==> src/rtl/spi_tx_scheduler.sv <==
// Round-robin transmit scheduler for the SPI slave byte sender.
// Frames each granted word as header, payload (MSB first) and XOR checksum, one byte per byte_sent.
module spi_tx_scheduler #(
    parameter int          NUM_CH     = 4,
    parameter int          WORD_BYTES = 2,
    parameter logic [7:0]  HEADER     = 8'hA0
) (
    input  logic                           clk,
    input  logic                           rst,
    input  logic [NUM_CH-1:0]              req,
    input  logic [NUM_CH*8*WORD_BYTES-1:0] req_data,
    output logic [NUM_CH-1:0]              ack,
    output logic [7:0]                     tx_data,
    input  logic                           byte_sent,
    output logic                           link_enable,
    output logic                           busy,
    output logic [15:0]                    frame_count
);

    localparam int W  = 8 * WORD_BYTES;
    localparam int CW = (NUM_CH > 1) ? $clog2(NUM_CH) : 1;
    localparam int BW = (WORD_BYTES > 1) ? $clog2(WORD_BYTES) : 1;

    typedef enum logic [1:0] {S_IDLE, S_HDR, S_PAY, S_CHK} state_t;

    state_t            state_q, state_d;
    logic [CW-1:0]     ptr_q, ptr_d;
    logic [7:0]        csum_q, csum_d;
    logic [7:0]        tx_data_q, tx_data_d;
    logic [NUM_CH-1:0] ack_q, ack_d;
    logic [15:0]       frame_count_q, frame_count_d;
    logic [W-1:0]      word_q, word_d;
    logic [BW-1:0]     idx_q, idx_d;
    logic              link_enable_q;

    logic [W-1:0]      words [NUM_CH];
    logic              grant_valid;
    logic [CW-1:0]     grant_idx;
    logic [7:0]        grant_hdr;
    logic              last_byte;
    int                cand;

    genvar gi;
    generate
        for (gi = 0; gi < NUM_CH; gi++) begin : g_words
            assign words[gi] = req_data[gi*W +: W];
        end
    endgenerate

    // Rotating priority: scan downward so the candidate closest to ptr_q is written last and wins.
    always_comb begin
        grant_valid = 1'b0;
        grant_idx   = '0;
        cand        = 0;
        for (int k = NUM_CH - 1; k >= 0; k--) begin
            cand = int'(ptr_q) + k;
            if (cand >= NUM_CH) begin
                cand = cand - NUM_CH;
            end
            if (req[cand]) begin
                grant_valid = 1'b1;
                grant_idx   = CW'(cand);
            end
        end
    end

    assign grant_hdr = {HEADER[7:4], 4'(grant_idx)};
    assign last_byte = (idx_q == BW'(WORD_BYTES - 1));

    always_ff @(posedge clk or posedge rst) begin
        if (rst) begin
            state_q <= S_IDLE;
        end else begin
            state_q <= state_d;
        end
    end

    always_comb begin
        state_d = state_q;
        if (byte_sent) begin
            case (state_q)
                S_IDLE:  state_d = grant_valid ? S_HDR : S_IDLE;
                S_HDR:   state_d = S_PAY;
                S_PAY:   state_d = last_byte ? S_CHK : S_PAY;
                S_CHK:   state_d = grant_valid ? S_HDR : S_IDLE;
                default: state_d = S_IDLE;
            endcase
        end
    end

    always_comb begin
        tx_data_d     = tx_data_q;
        csum_d        = csum_q;
        word_d        = word_q;
        idx_d         = idx_q;
        ptr_d         = ptr_q;
        ack_d         = '0;
        frame_count_d = frame_count_q;
        if (byte_sent) begin
            case (state_q)
                S_IDLE, S_CHK: begin
                    if (state_q == S_CHK) begin
                        frame_count_d = frame_count_q + 16'd1;
                    end
                    // Granting from CHK loads the next header directly, so no filler byte appears.
                    if (grant_valid) begin
                        tx_data_d        = grant_hdr;
                        csum_d           = grant_hdr;
                        word_d           = words[grant_idx];
                        ack_d[grant_idx] = 1'b1;
                        ptr_d            = (grant_idx == CW'(NUM_CH - 1)) ? '0 : grant_idx + 1'b1;
                    end else begin
                        tx_data_d = 8'h00;
                    end
                end
                S_HDR: begin
                    tx_data_d = word_q[W-1 -: 8];
                    csum_d    = csum_q ^ word_q[W-1 -: 8];
                    word_d    = word_q << 8;
                    idx_d     = '0;
                end
                S_PAY: begin
                    if (last_byte) begin
                        tx_data_d = csum_q;
                    end else begin
                        tx_data_d = word_q[W-1 -: 8];
                        csum_d    = csum_q ^ word_q[W-1 -: 8];
                        word_d    = word_q << 8;
                        idx_d     = idx_q + 1'b1;
                    end
                end
                default: begin
                    tx_data_d = 8'h00;
                end
            endcase
        end
    end

    always_ff @(posedge clk or posedge rst) begin
        if (rst) begin
            tx_data_q     <= 8'h00;
            csum_q        <= 8'h00;
            word_q        <= '0;
            idx_q         <= '0;
            ptr_q         <= '0;
            ack_q         <= '0;
            frame_count_q <= 16'd0;
            link_enable_q <= 1'b0;
        end else begin
            tx_data_q     <= tx_data_d;
            csum_q        <= csum_d;
            word_q        <= word_d;
            idx_q         <= idx_d;
            ptr_q         <= ptr_d;
            ack_q         <= ack_d;
            frame_count_q <= frame_count_d;
            link_enable_q <= 1'b1;
        end
    end

    assign tx_data     = tx_data_q;
    assign ack         = ack_q;
    assign busy        = (state_q != S_IDLE);
    assign frame_count = frame_count_q;
    assign link_enable = link_enable_q;

endmodule

==> config.mk <==
export PLATFORM = sky130hd
export DESIGN_NAME = spi_tx_scheduler
export DESIGN_NICKNAME = d
export VERILOG_FILES = /design/src/rtl/spi_tx_scheduler.sv
export SDC_FILE = /design/constraint.sdc
export NUM_CORES = 1
export LEC_CHECK = 0
export ABC_AREA = 1
export CAP_MARGIN = 20
export CORE_MARGIN = 10
export CORE_UTILIZATION = 48
export CTS_CLUSTER_DIAMETER = 120
export CTS_CLUSTER_SIZE = 25
export DETAILED_ROUTE_END_ITERATION = 8
export GPL_ROUTABILITY_DRIVEN = 0
export GPL_TIMING_DRIVEN = 0
export PLACE_DENSITY_LB_ADDON = 0.05
export SYNTH_ARGS = -nofsm -noshare
export SYNTH_HDL_FRONTEND = slang
export SYNTH_SLANG_ARGS = --single-unit
==> constraint.sdc <==
create_clock -name clk -period 2.3 [get_ports clk]
set_input_delay 0.23 -clock clk [delete_from_list [all_inputs] [get_ports clk]]
set_output_delay 0.23 -clock clk [all_outputs]
set_load 0.01 [all_outputs]
# Word-level counts from Yosys, hierarchy flattened
# Index checks and enable logic that the tools add are counted.
# word_totals
in_bits,71
register_bits,58
# classes
muxes,47
order_cmp,11
n_eq_ne,6
n_reduce_logical,9
bitwise_logic,2
n_addsub,10
# op_table
cell,count
less-than comparator 32 x 4 -> 1 bit (second input constant),4
two-way mux 32 bit,4
two-way mux 16 bit,4
case mux 16 bit (3 select lines),1
case mux 8 bit (3 select lines),2
binary-select mux 16 bit (select 2 bit),1
two-way mux 8 bit,4
adder 16 x 1 -> 16 bit (second input constant),1
two-way mux 1 bit,16
greater-or-equal comparator 3 bit (second input constant),4
two-way mux 4 bit,3
subtractor 3 x 3 -> 4 bit (second input constant),3
two-way mux 2 bit,5
AND reduction 3 bit,3
binary-select mux 1 bit (select 2 bit),4
XOR 8 bit,1
adder 2 x 2 -> 3 bit (second input constant),2
equality test 2 bit (second input constant),3
case mux 2 bit (3 select lines),1
nonzero test 2 bit,2
subtractor 2 x 3 -> 4 bit (second input constant),1
adder 2 x 1 -> 3 bit (second input constant),1
greater-or-equal comparator 2 x 3 -> 1 bit (second input constant),1
less-than comparator 2 x 3 -> 1 bit (second input constant),1
13 further kinds,13

# Logic depth before layout (Yosys ltp)
# logic_depth
depth_word,17
ltp_mapped,16
depth_no_buf,14

# Worst setup path before layout
# OpenSTA, ideal clock, no wires.
# synth_path
kind,reg-to-reg
startpoint,register state_q[0]
endpoint,register frame_count_q[14] (netlist: frame_count[14])
arrival_time_ns,1.897
setup_time_ns,0.125
slack_ns,0.278
path_stages_with_launch,12
cell_sequence,dfrtp_1 > inv_1 > ha_1 > inv_1 > nand3_1 > nor2_1 > nand3_1 > nor2_1 > nand2_1 > nor3_1 > nand3_1 > xnor2_1
# synth_via
elab_chain_cells,3
elab_cells_between_ends,4
cone_classes,eq/ne: 1; reduce/logical: 3
# synth_rtl
item,line_no,text
start: declaration,26,"state_t state_q, state_d;"
start signal: assignment,74,state_q <= state_d;
equality test 2 bit / logical NOT 2 bit (equally long branches),"100, 102",
OR reduction 2 bit (no source line),--,
AND reduction 3 bit (no source line) (*),--,
end signal: assignment,156,frame_count_q <= frame_count_d;
end: declaration,31,"logic [15:0] frame_count_q, frame_count_d;"
# Mark *: on every way between the ends. The rest lies on a longest branch, timed or not.
# A chain may end at the register's enable or synchronous reset.

# Worst setup path after layout
# layout_path
startpoint,register ptr_q[0]
endpoint,register ptr_q[1]
# layout_via
elab_chain_cells,12
elab_cells_between_ends,39
cone_classes,add/sub: 8; order compare: 4; eq/ne: 1; mux: 25; reduce/logical: 1
# layout_rtl
item,line_no,text
start: declaration,27,"logic [CW-1:0] ptr_q, ptr_d;"
start signal: assignment,154,ptr_q <= ptr_d;
adder 2 x 2 -> 3 bit,56,cand = int'(ptr_q) + k;
subtractor 3 x 3 -> 4 bit / greater-or-equal comparator 3 bit (equally long branches),"58, 57",
two-way mux 32 bit,57,if (cand >= NUM_CH) begin
binary-select mux 1 bit (select 2 bit),60,if (req[cand]) begin
two-way mux 1 bit (not written as such) (2 in a row),60,
two-way mux 2 bit (4 in a row),60,
adder 2 x 1 -> 2 bit / equality test 2 bit (equally long branches),111,ptr_d = (grant_idx == CW'(NUM_CH - 1)) ? '0 : grant_idx + 1'b1;
two-way mux 2 bit,111,
# Several ways; a longest one is shown, not always the timed one. The select of a mux whose other input is x is not followed.

==> flow_summary_export.csv <==
group,metric,value,unit
routing,drtAntennaViolNets,0,
hold_path,hp-class,"in2async",
timing,min_period_over_period,0.916,
clock_tree,cts_hold_buf,0,
cells_and_area,layoutNonFillerInstCount,674,
synth,synth_cell_type_count,33,
setup_path,crit_required,2.52,ns
clock_tree,ctsHtreeMaxLevel,3,
setup_path,crit_path_start,"ptr_q[0]$_DFFE_PP0P_",
cells_and_area,antenna_cells,0,
timing,drv_slew,0,
global_route,gr-usage-all-layers,0.178,
routing,drt_wl_total,9650,microns
routing,avgRoutedWirePerCell,14.3,microns
clock_tree,path_clk_slew,0.07,ns
die,dieArea,10900,sq um
timing,fmax,475,MHz
timing,slew_headroom,0.613,
die,row_count,30,
routing,vias_per_cell,5.07,
clock_tree,clock_latency,0.34,ns
setup_path,endpoint,"ptr_q[1]$_DFFE_PP0P_",
synth,syn_area_per_cell,7.51,sq um
setup_path,crit_type,"reg2reg",
cells_and_area,drive_gt1_frac,0.102,
setup_path,cp-end-kind,"flop",
setup_path,startpoint_type,"flop",
global_route,antenna_found_initial,0,
clock_tree,cts.sinks,58,
setup_path,cpMostUsedCell,"nand2_1",
global_route,grt_overflow,0,
setup_path,path_buf_inv,3,
setup_path,r2r-start,"ptr_q[0]$_DFFE_PP0P_",
placed_design,dpl.cell_count,654,
timing,fin_ws,0.194,ns
global_route,grt_max_degree,44,
power_and_ir_drop,power_frac_clock,0.161,
synth,seq_area_frac_synth,0.423,
placed_design,dp_hpwl,7440,microns
timing,period_minus_slack,2.11,ns
power_and_ir_drop,comb_power_share,0.602,
clock_tree,cts-root-buf,"clkbuf_8",
power_and_ir_drop,p_leak,2.39,nW
setup_path,rrSetupSlack,0.19,ns
setup_path,r2r-end,"ptr_q[1]$_DFFE_PP0P_",
routing,dr.first_iter.drc_count,208,
setup_path,cp_max_fo,10,
synth,syn_nets,535,
clock_tree,cts_buffers,9,
die,fp.coreArea,6870,sq um
routing,drt_first_pass_iters,5,
die,start_util,0.499,
routing,drcViolationCount,0,
synth,ys_warn_count,0,
power_and_ir_drop,ir_worst_vdd,0.779,mV
synth,synth_cells,457,
setup_path,worstPathArrival,2.32,ns
timing,fin_setup_tns,0,ns
timing,worst_pin_slew,0.581,ns
power_and_ir_drop,p_per_area,1400,nW/um^2
die,ios,101,
setup_path,crit_cells,14,
global_route,first_global_vias,3387,
power_and_ir_drop,intPower,3.67,mW
power_and_ir_drop,netSwitchingFraction,0.462,
placed_design,pre_cts_ws,-0.0469,ns
die,die_w,105,microns
timing,final_hold_viol_count,0,
setup_path,cpLargestDelayFamily,"simple AND/OR/NAND/NOR gates",
setup_path,crit_chain,"buf_6 > inv_4 > nand2_1 > nand2_1 > nand2_1 > nand2_2 > nor2_1 > nor2_2 > nand2_4 > nand2_8 > buf_4 > ha_1 > nand2_1 > o21ai_0",
cells_and_area,synthToLayoutAreaGrowth,42.6,%
setup_path,ff2ff_path_depth,14,
clock_tree,clockBufferDepth,2,
power_and_ir_drop,power.switching,3.15,mW
timing,setup_violations,0,
job,cap_viol_max_count,0,
setup_path,cp_slowest_cell,"dfrtp_1",
power_and_ir_drop,p_seq_frac,0.237,
clock_tree,cts_tree,"done",
routing,vias,3416,
placed_design,port_buffers,100,
synth,ys_ff_latch,58,
run_status,status,"finished clean",
timing,rsz0062_at_grt,"false",
setup_path,cp_slowest_stage_delay,0.37,ns
die,die_y,105,microns
global_route,grt_pass1_wl,16100,microns
synth,synth_area,3430,sq um
timing,finalClockSkew,0.0107,ns
cells_and_area,finalNetCount,651,
cell usage in the layout (no fill, tap or decap), drive strengths merged, types with 7 or more instances in the layout:
master	netlist	final
a22oi	8	8
buf	11	16
clkbuf	4	16
clkdlybuf4s50	0	100
dfrtp	58	58
ha	7	7
inv	47	47
nand2	153	153
nand3	71	71
nor2	39	39
o21ai	14	14
xnor2	13	13
xor2	8	8
worst min path at each step:
stage,from,endpoint,slack [ns],cells after the start
6_report,rst,frame_count[11]$_DFFE_PP0P_,0.18,2
5_1_grt,rst,frame_count[11]$_DFFE_PP0P_,0.21,2
4_1_cts,rst,tx_data[3]$_DFFE_PP0P_,0.19,2
3_5_place_dp,word_q[7]$_DFFE_PP0P_,word_q[7]$_DFFE_PP0P_,0.47,2
3_3_place_gp,word_q[2]$_DFFE_PP0P_,word_q[2]$_DFFE_PP0P_,0.46,2
2_1_floorplan,byte_sent,state_q[0]$_DFFE_PP0P_,0.34,1
cells by family (layout without fill, tap and decap cells):
family	after synthesis	after routing	share of synthesized area
buffers and inverters	63	184	0.0850
flip-flops	58	58	0.423
adder cells (fa/ha/maj)	7	7	0.0255
multiplexers	1	1	0.00328
XOR/XNOR	21	21	0.0536
AND/OR/NAND/NOR	274	274	0.346
AO/OA/AOI/OAI	32	32	0.0624
other	1	1	0.00109
power by group through the flow:
stage / combinational (mW) / sequential (mW) / clock (mW)
2_1_floorplan: 2.76 / 1.63 / 0
3_3_place_gp: 3.83 / 1.61 / 0
3_5_place_dp: 3.92 / 1.63 / 0
4_1_cts: 3.97 / 1.61 / 1.12
5_1_grt: 4.60 / 1.65 / 1.16
6_report: 4.11 / 1.62 / 1.10
Yosys cell counts:
master	n	area, sq um
nor2_2	3	18.8
o221ai_1	2	17.5
clkbuf_1	4	15.0
nor2_1	36	135
inv_2	2	7.51
o31ai_1	4	30.0
nand2_2	5	31.3
nor4_1	1	6.26
a31oi_4	1	21.3
a21oi_1	3	15.0
conb_1	1	3.75
xor2_1	8	70.1
buf_2	5	25.0
xnor2_1	13	114
buf_4	2	15.0
nand2_4	1	11.3
mux2_2	1	11.3
o21ai_0	14	70.1
a22oi_1	8	60.1
ha_1	7	87.6
nand3_1	71	355
inv_4	1	6.26
inv_1	43	161
nand3b_1	2	15.0
nand4_1	5	31.3
buf_6	3	33.8
buf_8	1	15.0
nor3_1	3	15.0
clkinv_1	1	3.75
nand2_8	1	20.0
dfrtp_1	58	1450
nand2_1	146	548
inv_6	1	8.76
state kept, by name, summed over array words and instances, names as in the netlist:
signal	flops
ptr_q	2
idx_q	1
csum_q	8
tx_data	8
link_enable	1
ack	4
frame_count	16
state_q	2
word_q	16
timing repair:
| item | in CTS | in global routing |
|---|---|---|
| endpoints found under the setup margin | 2 | 10 |
| resized for setup | 3 | 11 |
| setup buffers | 0 | 4 |
| pin swaps | 0 | 2 |
through the flow:
| stage | instance area [sq um] | hold slack [ns] | total power, mW | util |
|---|---|---|---|---|
| after floorplan | 3430 | 0.338 | 4.38 | - |
| after global placement | 4550 | 0.463 | 5.44 | 0.663 |
| after detailed placement | 4570 | 0.471 | 5.55 | 0.666 |
| after CTS | 4820 | 0.187 | 6.70 | 0.702 |
| after global routing | 4890 | 0.209 | 7.41 | 0.712 |
| final | 4890 | 0.183 | 6.83 | 0.712 |
final cells by class:
type,instances,area [sq um]
flip-flops and latches,58,1450
fillers,553,1980
well taps,96,120
clock buffers,12,165
multi-input cells,336,1740
plain buffers,15,104
repair buffers,105,1050
inverters,48,188
clock inverters,4,72.6
layer usage:
layer  GRT usage  wire length (microns)  vias to the layer above
li1            -                      -                     1696
met1       0.199                   3980                     1593
met3      0.0713                    720                       10
met2       0.308                   4830                      117
met4      0.0437                    120                        0
met5           0                      0                        -
No activity file was read; power rests on OpenSTA's default activity.
